==> src/rtl/v_tile_sequencer.sv <==
// Vector tile control sequencer.
// Takes one command word from the CGRA network, programs the adder mode,
// issues one start pulse per iteration, waits for the adder ack and drains
// the selected adder lanes to the network over a valid/ready port.
module v_tile_sequencer #(
    parameter int WIDTH   = 16,
    parameter int DEST_W  = 4,
    parameter int TIMEOUT = 64
) (
    input  logic              clk,
    input  logic              reset,
    input  logic              cmd_valid_i,
    output logic              cmd_ready_o,
    input  logic [WIDTH-1:0]  cmd_word_i,
    output logic [1:0]        fu_mode_o,
    output logic              fu_start_o,
    input  logic              fu_ack_i,
    output logic              out_valid_o,
    input  logic              out_ready_i,
    output logic [1:0]        out_lane_o,
    output logic [DEST_W-1:0] out_dest_o,
    output logic              busy_o,
    output logic              done_o,
    output logic              err_o
);

    localparam int CNT_W = (TIMEOUT > 2) ? $clog2(TIMEOUT) : 1;

    typedef enum logic [1:0] {
        IDLE     = 2'd0,
        START    = 2'd1,
        WAIT_ACK = 2'd2,
        DRAIN    = 2'd3
    } state_t;

    state_t              state_q, state_d;
    logic [1:0]          mode_q, mode_d;
    logic [DEST_W-1:0]   dest_q, dest_d;
    logic [3:0]          mask_q, mask_d;
    logic [4:0]          rem_q, rem_d;
    logic [1:0]          lane_q, lane_d;
    logic [CNT_W-1:0]    cnt_q, cnt_d;
    logic                err_q, err_d;
    logic                done_q, done_d;
    logic                end_iter;
    logic [2:0]          lane_pick;

    // Upper command bits carry no meaning for this tile.
    logic cmd_unused;
    assign cmd_unused = ^cmd_word_i[WIDTH-1:14];

    // Lowest set mask bit at or above 'from'; bit 2 of the result flags a hit.
    function automatic logic [2:0] find_lane(input logic [3:0] mask, input logic [2:0] from);
        logic [2:0] res;
        res = 3'b000;
        for (int i = 3; i >= 0; i--) begin
            if (mask[i] && (3'(i) >= from)) begin
                res = {1'b1, 2'(i)};
            end
        end
        return res;
    endfunction

    // State and datapath registers with synchronous reset.
    always_ff @(posedge clk) begin
        if (reset) begin
            state_q <= IDLE;
            mode_q  <= 2'b00;
            dest_q  <= '0;
            mask_q  <= 4'b0000;
            rem_q   <= 5'd0;
            lane_q  <= 2'b00;
            cnt_q   <= '0;
            err_q   <= 1'b0;
            done_q  <= 1'b0;
        end else begin
            state_q <= state_d;
            mode_q  <= mode_d;
            dest_q  <= dest_d;
            mask_q  <= mask_d;
            rem_q   <= rem_d;
            lane_q  <= lane_d;
            cnt_q   <= cnt_d;
            err_q   <= err_d;
            done_q  <= done_d;
        end
    end

    // Next-state logic: command intake, ack wait with timeout, lane drain, iteration bookkeeping.
    always_comb begin
        state_d   = state_q;
        mode_d    = mode_q;
        dest_d    = dest_q;
        mask_d    = mask_q;
        rem_d     = rem_q;
        lane_d    = lane_q;
        cnt_d     = cnt_q;
        err_d     = err_q;
        done_d    = 1'b0;
        end_iter  = 1'b0;
        lane_pick = 3'b000;

        case (state_q)
            IDLE: begin
                if (cmd_valid_i) begin
                    if (cmd_word_i[1:0] == 2'b11) begin
                        err_d = 1'b1;
                    end else begin
                        mode_d  = cmd_word_i[1:0];
                        dest_d  = DEST_W'(cmd_word_i[5:2]);
                        mask_d  = cmd_word_i[9:6];
                        rem_d   = {1'b0, cmd_word_i[13:10]} + 5'd1;
                        err_d   = 1'b0;
                        state_d = START;
                    end
                end
            end
            START: begin
                cnt_d   = '0;
                state_d = WAIT_ACK;
            end
            WAIT_ACK: begin
                if (fu_ack_i) begin
                    if (mask_q != 4'b0000) begin
                        lane_pick = find_lane(mask_q, 3'd0);
                        lane_d    = lane_pick[1:0];
                        state_d   = DRAIN;
                    end else begin
                        end_iter = 1'b1;
                    end
                end else if (cnt_q == CNT_W'(TIMEOUT - 2)) begin
                    err_d   = 1'b1;
                    state_d = IDLE;
                end else begin
                    cnt_d = cnt_q + CNT_W'(1);
                end
            end
            DRAIN: begin
                if (out_ready_i) begin
                    lane_pick = find_lane(mask_q, {1'b0, lane_q} + 3'd1);
                    if (lane_pick[2]) begin
                        lane_d = lane_pick[1:0];
                    end else begin
                        end_iter = 1'b1;
                    end
                end
            end
            default: begin
                state_d = IDLE;
            end
        endcase

        if (end_iter) begin
            if (rem_q <= 5'd1) begin
                state_d = IDLE;
                done_d  = 1'b1;
            end else begin
                rem_d   = rem_q - 5'd1;
                state_d = START;
            end
        end
    end

    assign cmd_ready_o = (state_q == IDLE);
    assign fu_start_o  = (state_q == START);
    assign out_valid_o = (state_q == DRAIN);
    assign busy_o      = (state_q != IDLE);
    assign fu_mode_o   = mode_q;
    assign out_lane_o  = lane_q;
    assign out_dest_o  = dest_q;
    assign done_o      = done_q;
    assign err_o       = err_q;

endmodule
==> config.mk <==
export PLATFORM = sky130hd
export DESIGN_NAME = v_tile_sequencer
export DESIGN_NICKNAME = d
export VERILOG_FILES = /design/src/rtl/v_tile_sequencer.sv
export SDC_FILE = /design/constraint.sdc
export NUM_CORES = 1
export LEC_CHECK = 0
export CAP_MARGIN = 20
export CORE_ASPECT_RATIO = 0.75
export CORE_MARGIN = 8
export CORE_UTILIZATION = 45
export DETAILED_ROUTE_END_ITERATION = 10
export GPL_TIMING_DRIVEN = 0
export PLACE_DENSITY = 0.85
export SYNTH_ARGS = -nofsm -noshare
export SYNTH_HDL_FRONTEND = slang
export SYNTH_SLANG_ARGS = --single-unit
==> constraint.sdc <==
create_clock -name clk -period 1.45 [get_ports clk]
set_clock_uncertainty 0.05 [all_clocks]
set_input_delay 0.2175 -clock clk [delete_from_list [all_inputs] [get_ports clk]]
set_output_delay 0.2175 -clock clk [all_outputs]
set_load 0.02 [all_outputs]
==> parameters.txt, run 1 <==
Parameter                              Value

Placed design
  Placement Cell Area ... 0.00201 mm2
  Post-detailed-placement half-perimeter wirelength ... 2.98 mm
  Count of input and output buffers ... 31
  GPL Wtd Cong ... 0.821

Layout
  Final core occ ... 0.753
  Most common cell after layout, fill and taps aside ... dfxtp_1
  Summed area of non-filler cells in the final layout ... 0.00251 mm2
  P&R area growth vs syn ... 59.1%
  Sequential standard cell area ... 553 um2
  Number of nets in the layout ... 280
  Filler cell count in the final layout ... 195
  Commonest cells after routing, fill and taps aside ... dfxtp_1 (21), nor2_1 (17), clkdlybuf4s50_1 (16)
  Fraction of final layout cells with drive strength greater than 1 ... 0.386
  Multi-input logic area ... 0.00126 mm2
  N_diodes ... 0

Critical path
  Critical Path, Cell by Cell ... inv_4 > ha_4 > buf_12 > inv_6 > o311a_4 > o211ai_1 > a21oi_1
  Cell count of the worst reg-to-reg path ... 7
  Endpoint of the lowest-slack register-to-register path ... state_q[0]$_SDFFE_PP0P_
  Worst setup slack for register-to-register paths ... -180 ps
  Worst Path Required ... 1550 ps
  Nature of the critical path endpoint ... register
  Master of the slowest instance on the critical path ... dfxtp_4
  Sort of element at the start of the critical path ... register
  Setup Crit Path Kind ... register to register
  Arrival time at the worst endpoint ... 1730 ps
  Critical path fanouts, max ... 5
  Critical path's largest stage delay ... 380 ps
  Launch instance of the worst register-to-register path ... state_q[0]$_SDFFE_PP0P_

Routing
  Post-DRT Antenna Nets ... 0
  Length of the first detailed-routing pass in iterations ... 7
  Via-to-Cell Ratio ... 6.14
  Total length of routed wires ... 5.50 mm
  1st-iter DRT viols ... 154
  Final routed DRC violation total ... 0
  Average routed wire per standard cell ... 19.0 um
  Via count ... 1775

Hold path
  Worst Hold Endpoint ... rem_q[0]$_SDFF_PP0_
  Worst hold path startpoint ... reset
  Path type of the worst min-delay path ... primary input to register
  Number of instances on the worst hold path ... 2

Die
  Std-Cell Core Area ... 0.00333 mm2
  Number of rows in the core area ... 18
  Initial core utilization ... 0.473
  Die X ... 84.4 um
  Vert. Die Dim ... 67.3 um
  Number of top-level pins ... 35
  Floorplan die area ... 0.00568 mm2

Global routing
  Via count of the first global-routing pass ... 1671
  Initial antenna violation count ... 0
  All-Layer GR Usage ... 0.176
  Largest net degree at the start of global routing ... 16
  First-pass GRT wire length ... 8.11 mm
  Overflow left after global routing ... 0

Clocking
  Clock transition at the registers of the reported paths ... 100 ps
  Worst skew pair latency ... 280 ps
  Clock tree from TritonCTS ... built
  # hold bufs at CTS ... 0
  CTS Root Buffer Type ... clkbuf_8
  Number of clock sinks seen by CTS ... 27
  H-tree lvl count ... 1
  Clk buf depth ... 2
  Number of buffers inserted during clock tree synthesis ... 3

STA
  Setup repair after global routing missed its margin ... true
  Final Max Slew Viols ... 0
  Shortest clock period the worst path allows after layout ... 1630 ps
  Final setup violating endpoints ... 28
  Final Hold Fails ... 0
  Highest clock frequency the design can meet ... 614 MHz
  Worst slew margin relative to its limit ... 0.585
  Final clock period utilization by the worst path ... 1.12
  Pin slew with the least headroom to its limit ... 623 ps
  Final WS setup ... -179 ps

Synth
  Count of different cell masters after synthesis ... 48
  Syn Std Cell Area ... 0.00158 mm2
  Count of state elements after synthesis ... 27
  Yosys warning count ... 0
  Syn Area/Cell ... 8.17 um2
  Number of enable flip-flop cells after synthesis ... 0
  Async set or reset register ratio after synthesis ... 0
  Synth Net Count ... 223
  Most used flip-flop cell after synthesis ... dfxtp_1
  Proportion of synthesized chip area in sequential cells ... 0.343
  Number of instances in the synthesized netlist ... 193

Power
  Power per standard cell area ... 835 mW/mm2
  Cell leakage power ... 0.000953 uW
  Peak ir drop on the vdd network ... 0.635 mV

Outcome
  Run status ... complete, but fails checks
  Failing checks ... setup timing

Run
  Maxcap violations ... 0
## worst max-delay path: cells and delay by family (launching register included)
kind	cells	cell delay [ps]
flops	1	380
compound gates	3	650
fa+ha+maj	1	200
buf+inv	3	220
## per-stage QoR
stage          std cells  power (uW)  setup TNS [ps]  setup WS, ps  hold WS, ps
2_1_floorplan        193        1210            -177         -46.4          303
3_5_place_dp         264        1400           -6530          -479          399
4_1_cts              284        1950           -1320          -136          403
6_report             289        2100           -2520          -179          409
5_1_grt              289        2180           -3890          -232          435
3_3_place_gp         264        1390           -5630          -428          393
## synthesized netlist by cell type, drive strengths merged, types with 3 or more instances
library cell  count  share of area
a211oi            3          0.014
a21oi            14          0.054
a31oi             3          0.016
and3              4          0.016
buf               3          0.011
clkbuf            4         0.0095
dfxtp            27           0.34
ha                9          0.071
inv               9          0.021
nand2            23          0.055
nand3             6          0.019
nand4             3          0.012
nor2             21          0.052
nor2b             3          0.012
nor3              8          0.025
nor3b             3          0.014
o211ai           10          0.051
o21ai            10          0.041
o22ai             3          0.012
xor2              4          0.022
## worst max path at each step
| stage | start | end | depth (start not counted) | slack [ps] |
|---|---|---|---|---|
| 2_1_floorplan | state_q[0]$_SDFFE_PP0P_ | rem_q[0]$_SDFF_PP0_ | 8 | -50 |
| 3_3_place_gp | fu_ack_i | rem_q[3]$_SDFF_PP0_ | 5 | -430 |
| 3_5_place_dp | fu_ack_i | rem_q[3]$_SDFF_PP0_ | 5 | -480 |
| 4_1_cts | state_q[0]$_SDFFE_PP0P_ | rem_q[3]$_SDFF_PP0_ | 7 | -140 |
| 5_1_grt | state_q[1]$_SDFFE_PP0P_ | rem_q[0]$_SDFF_PP0_ | 8 | -230 |
| 6_report | state_q[0]$_SDFFE_PP0P_ | state_q[0]$_SDFFE_PP0P_ | 7 | -180 |
## area by class of cell
cell class                 instances  area share
sequential                        27       0.220
clock buffer                       3      0.0165
inverter                           9      0.0174
tap                               40      0.0199
multi-input combinational        150       0.502
timing repair buffer              54       0.209
clock inverter                     1     0.00199
buffer                             5      0.0120
## kinds of logic after synthesis
family | count (synthesis) | synth area share
mux | 2 | 0.0127
fa+ha+maj | 9 | 0.0714
compound gates | 56 | 0.265
simple gates | 77 | 0.233
flops | 27 | 0.343
xor+xnor | 6 | 0.0333
buf+inv | 16 | 0.0420
## power by group
part / switching [uW] / internal [uW]
Combinational: 434 / 359
Clock: 265 / 194
Sequential: 58.0 / 786
## flip-flops by register name, summed over array words and instances, names as in the netlist
register	cells
cnt_q	6
mask_q	4
fu_mode_o	2
state_q	2
rem_q	5
out_dest_o	4
done_o	1
err_o	1
out_lane_o	2
## metal layers
metal | global-route usage | wire [um] | share of wire | vias to the layer above
li1 | - | - | - | 812
met1 | 0.215 | 2310 | 0.42 | 825
met2 | 0.310 | 2590 | 0.47 | 105
met3 | 0.0400 | 369 | 0.067 | 33
met4 | 0.0464 | 234 | 0.043 | 0
met5 | 0 | 0 | 0 | -
## timing repair
item                       CTS  global route
resized for setup           70            29
gates cloned                 0             0
pin swaps                   34            24
setup endpoints to repair   39            28
buffers inserted            18             5
(Power assumes the default switching activity.)
==> inputs of run 2 (changes only) <==
==> constraint.sdc (replaced) <==
create_clock -name clk -period 1.45 [get_ports clk]
set_clock_uncertainty 0.05 [all_clocks]
set_input_delay 0.29 -clock clk [delete_from_list [all_inputs] [get_ports clk]]
set_output_delay 0.29 -clock clk [all_outputs]
set_load 0.02 [all_outputs]
==> parameters.txt, run 2 (synthesis results as in run 1) <==
Parameter                              Value

Layout
  Number of nets in the layout ... 277 (-1.1%)
  N_diodes ... 0 (unchanged)
  Largest register FFs ... 6 (unchanged)
  Largest registers ... cnt_q: 6 flops, rem_q: 5 flops
  P&R area growth vs syn ... 50.8%
  Register bank with the most flops ... cnt_q
  Fraction of final layout cells with drive strength greater than 1 ... 0.329 (-0.0563)
  Commonest cells after routing, fill and taps aside ... dfxtp_1 (21), nor2_1 (18), buf_4 (18)
  Most common cell after layout, fill and taps aside ... dfxtp_1

Global routing
  All-Layer GR Usage ... 0.157 (-0.0193)
  Top Usage Layer GRT ... met2
  Met3 demand-to-capacity share in global routing ... 0.0461 (+0.00606)
  First-pass GRT wire length ... 7.13 mm (-12%)
  Initial antenna violation count ... 0 (unchanged)
  Met2 Use GR ... 0.275 (-0.0343)
  Largest net degree at the start of global routing ... 16 (unchanged)
  Overflow left after global routing ... 0 (unchanged)
  Via count of the first global-routing pass ... 1480 (-11%)
  Met1 track demand over resource ... 0.189 (-0.0262)

Power
  Peak ir drop on the vdd network ... 0.621 mV (-2.1%)
  PnR Total Power ... 2030 uW (-3.1%)
  Cell leakage power ... 0.000896 uW (-5.9%)
  Power per standard cell area ... 854 mW/mm2 (+2.2%)

STA
  Final hold slack ... 410 ps (+1.01 ps)
  Setup repair after global routing missed its margin ... true
  Final Max Slew Viols ... 0 (unchanged)
  Final clock period utilization by the worst path ... 1.17 (+0.0514)
  Final setup violating endpoints ... 21 (-25%)
  Final WS setup ... -253 ps (-74.5 ps)
  Final Hold Fails ... 0 (unchanged)
  Setup total negative slack ... -2660 ps (-139 ps)
  Shortest clock period the worst path allows after layout ... 1700 ps (+74.5 ps)
  Pin slew with the least headroom to its limit ... 574 ps (-48.2 ps)
  Worst slew margin relative to its limit ... 0.617 (+0.0322)
  Highest clock frequency the design can meet ... 587 MHz (-4.4%)

Clocking
  Clock transition at the registers of the reported paths ... 100 ps (about the same)
  CTS Root Buffer Type ... clkbuf_8
  Number of clock sinks seen by CTS ... 27 (unchanged)
  H-tree lvl count ... 1 (unchanged)
  Clock tree from TritonCTS ... built
  Clk buf depth ... 2 (unchanged)
  # hold bufs at CTS ... 0 (unchanged)
  Worst skew pair latency ... 280 ps (about the same)
  Number of buffers inserted during clock tree synthesis ... 3 (unchanged)

Die
  Die X ... 84.4 um (unchanged)
  Initial core utilization ... 0.473 (unchanged)
  Floorplan die area ... 0.00568 mm2 (unchanged)
  Number of rows in the core area ... 18 (unchanged)
  Number of top-level pins ... 35 (unchanged)
  Std-Cell Core Area ... 0.00333 mm2 (unchanged)
  Vert. Die Dim ... 67.3 um (unchanged)

Outcome
  Run status ... complete, but fails checks
  Failing checks ... setup timing

Run
  Maxcap violations ... 0 (unchanged)

Routing
  1st-iter DRT viols ... 205 (+33%)
  Length of the first detailed-routing pass in iterations ... 6 (-1)
  Via-to-Cell Ratio ... 6.25 (+1.8%)
  Average routed wire per standard cell ... 18.8 um (-1.4%)
  Via count ... 1788 (+0.73%)
  Final routed DRC violation total ... 0 (unchanged)
  Post-DRT Antenna Nets ... 0 (unchanged)
  Total length of routed wires ... 5.37 mm (-2.5%)

Placed design
  GPL Wtd Cong ... 0.821 (unchanged)
  Post-detailed-placement half-perimeter wirelength ... 2.98 mm (unchanged)
  Count of input and output buffers ... 31 (unchanged)
  Setup WS pre-CTS ... -552 ps (-72.5 ps)

Critical path
  Nature of the critical path endpoint ... register
  Launch instance of the worst register-to-register path ... rem_q[1]$_SDFF_PP0_
  Worst Path Required ... 1590 ps (+40 ps)
  Arrival time at the worst endpoint ... 1840 ps (+110 ps)
  Cell count of the worst reg-to-reg path ... 5 (-2)
  Setup Crit Path Kind ... register to register
  Worst setup slack for register-to-register paths ... -250 ps (-70 ps)
  Sort of element at the start of the critical path ... register
  Endpoint of the lowest-slack register-to-register path ... rem_q[1]$_SDFF_PP0_
  Critical path fanouts, max ... 5 (unchanged)

Hold path
  Number of instances on the worst hold path ... 2 (unchanged)
  Worst Hold Endpoint ... out_dest_o[0]$_SDFFE_PP0P_
  Path type of the worst min-delay path ... register to register
  Worst hold path startpoint ... out_dest_o[0]$_SDFFE_PP0P_
## run 2: metrics by stage
step	cell area, um2	std cells	utilization
final	2380	286	0.714
after floorplan	1650	193	-
after detailed placement	2010	264	0.604
after global placement	2010	264	0.604
after CTS	2240	281	0.672
after global routing	2380	286	0.714
## run 2: critical path, cell delays in order, from the launching register on
cell,delay (ps)
dfxtp_1,370
inv_1,100
ha_1,200
o21ai_1,470
a221oi_2,160
a311oi_1,260
## run 2: timing repair
item / CTS / global route
pin swaps: 12 / 13
endpoints found under the setup margin: 39 / 29
gates resized for setup: 51 / 30
setup buffers: 15 / 5
## run 2: worst max path at each step
stage,startpoint,endpoint,slack [ps]
2_1_floorplan,state_q[0]$_SDFFE_PP0P_,rem_q[0]$_SDFF_PP0_,-50
3_3_place_gp,fu_ack_i,rem_q[3]$_SDFF_PP0_,-500
3_5_place_dp,fu_ack_i,rem_q[3]$_SDFF_PP0_,-550
4_1_cts,state_q[1]$_SDFFE_PP0P_,rem_q[3]$_SDFF_PP0_,-140
5_1_grt,state_q[0]$_SDFFE_PP0P_,rem_q[1]$_SDFF_PP0_,-300
6_report,rem_q[1]$_SDFF_PP0_,rem_q[1]$_SDFF_PP0_,-250
## run 2: metal layers
layer,routed length [um],vias to the layer above
li1,-,805
met1,2110,829
met2,2560,120
met3,464,34
met4,234,0
met5,0,-
## run 2: layout make-up
| cell class | instances | area (um2) |
|---|---|---|
| Multi-Input combinational cell | 150 | 1190 |
| Fill cell | 229 | 955 |
| Sequential cell | 27 | 553 |
| Timing Repair Buffer | 51 | 464 |
| Tap cell | 40 | 50.0 |
| Clock buffer | 3 | 41.3 |
| Inverter | 9 | 41.3 |
| Buffer | 5 | 37.5 |
| Clock inverter | 1 | 5.00 |
## run 2: where the power goes
part	leakage, uW	internal [uW]	switching, uW
registers	0.000223	785	49.8
clock network	0.0000255	194	256
logic	0.000647	339	407
==> inputs of run 3 (changes only) <==
--- a/config.mk
+++ b/config.mk
@@ -5,6 +5,7 @@
 export SDC_FILE = /design/constraint.sdc
 export NUM_CORES = 1
 export LEC_CHECK = 0
+export ABC_CLOCK_PERIOD_IN_PS = 1450
 export CAP_MARGIN = 20
 export CORE_ASPECT_RATIO = 0.75
 export CORE_MARGIN = 8
==> results of run 3 <==
No change in the layout: final DEF, timing and power equal those of run 2.
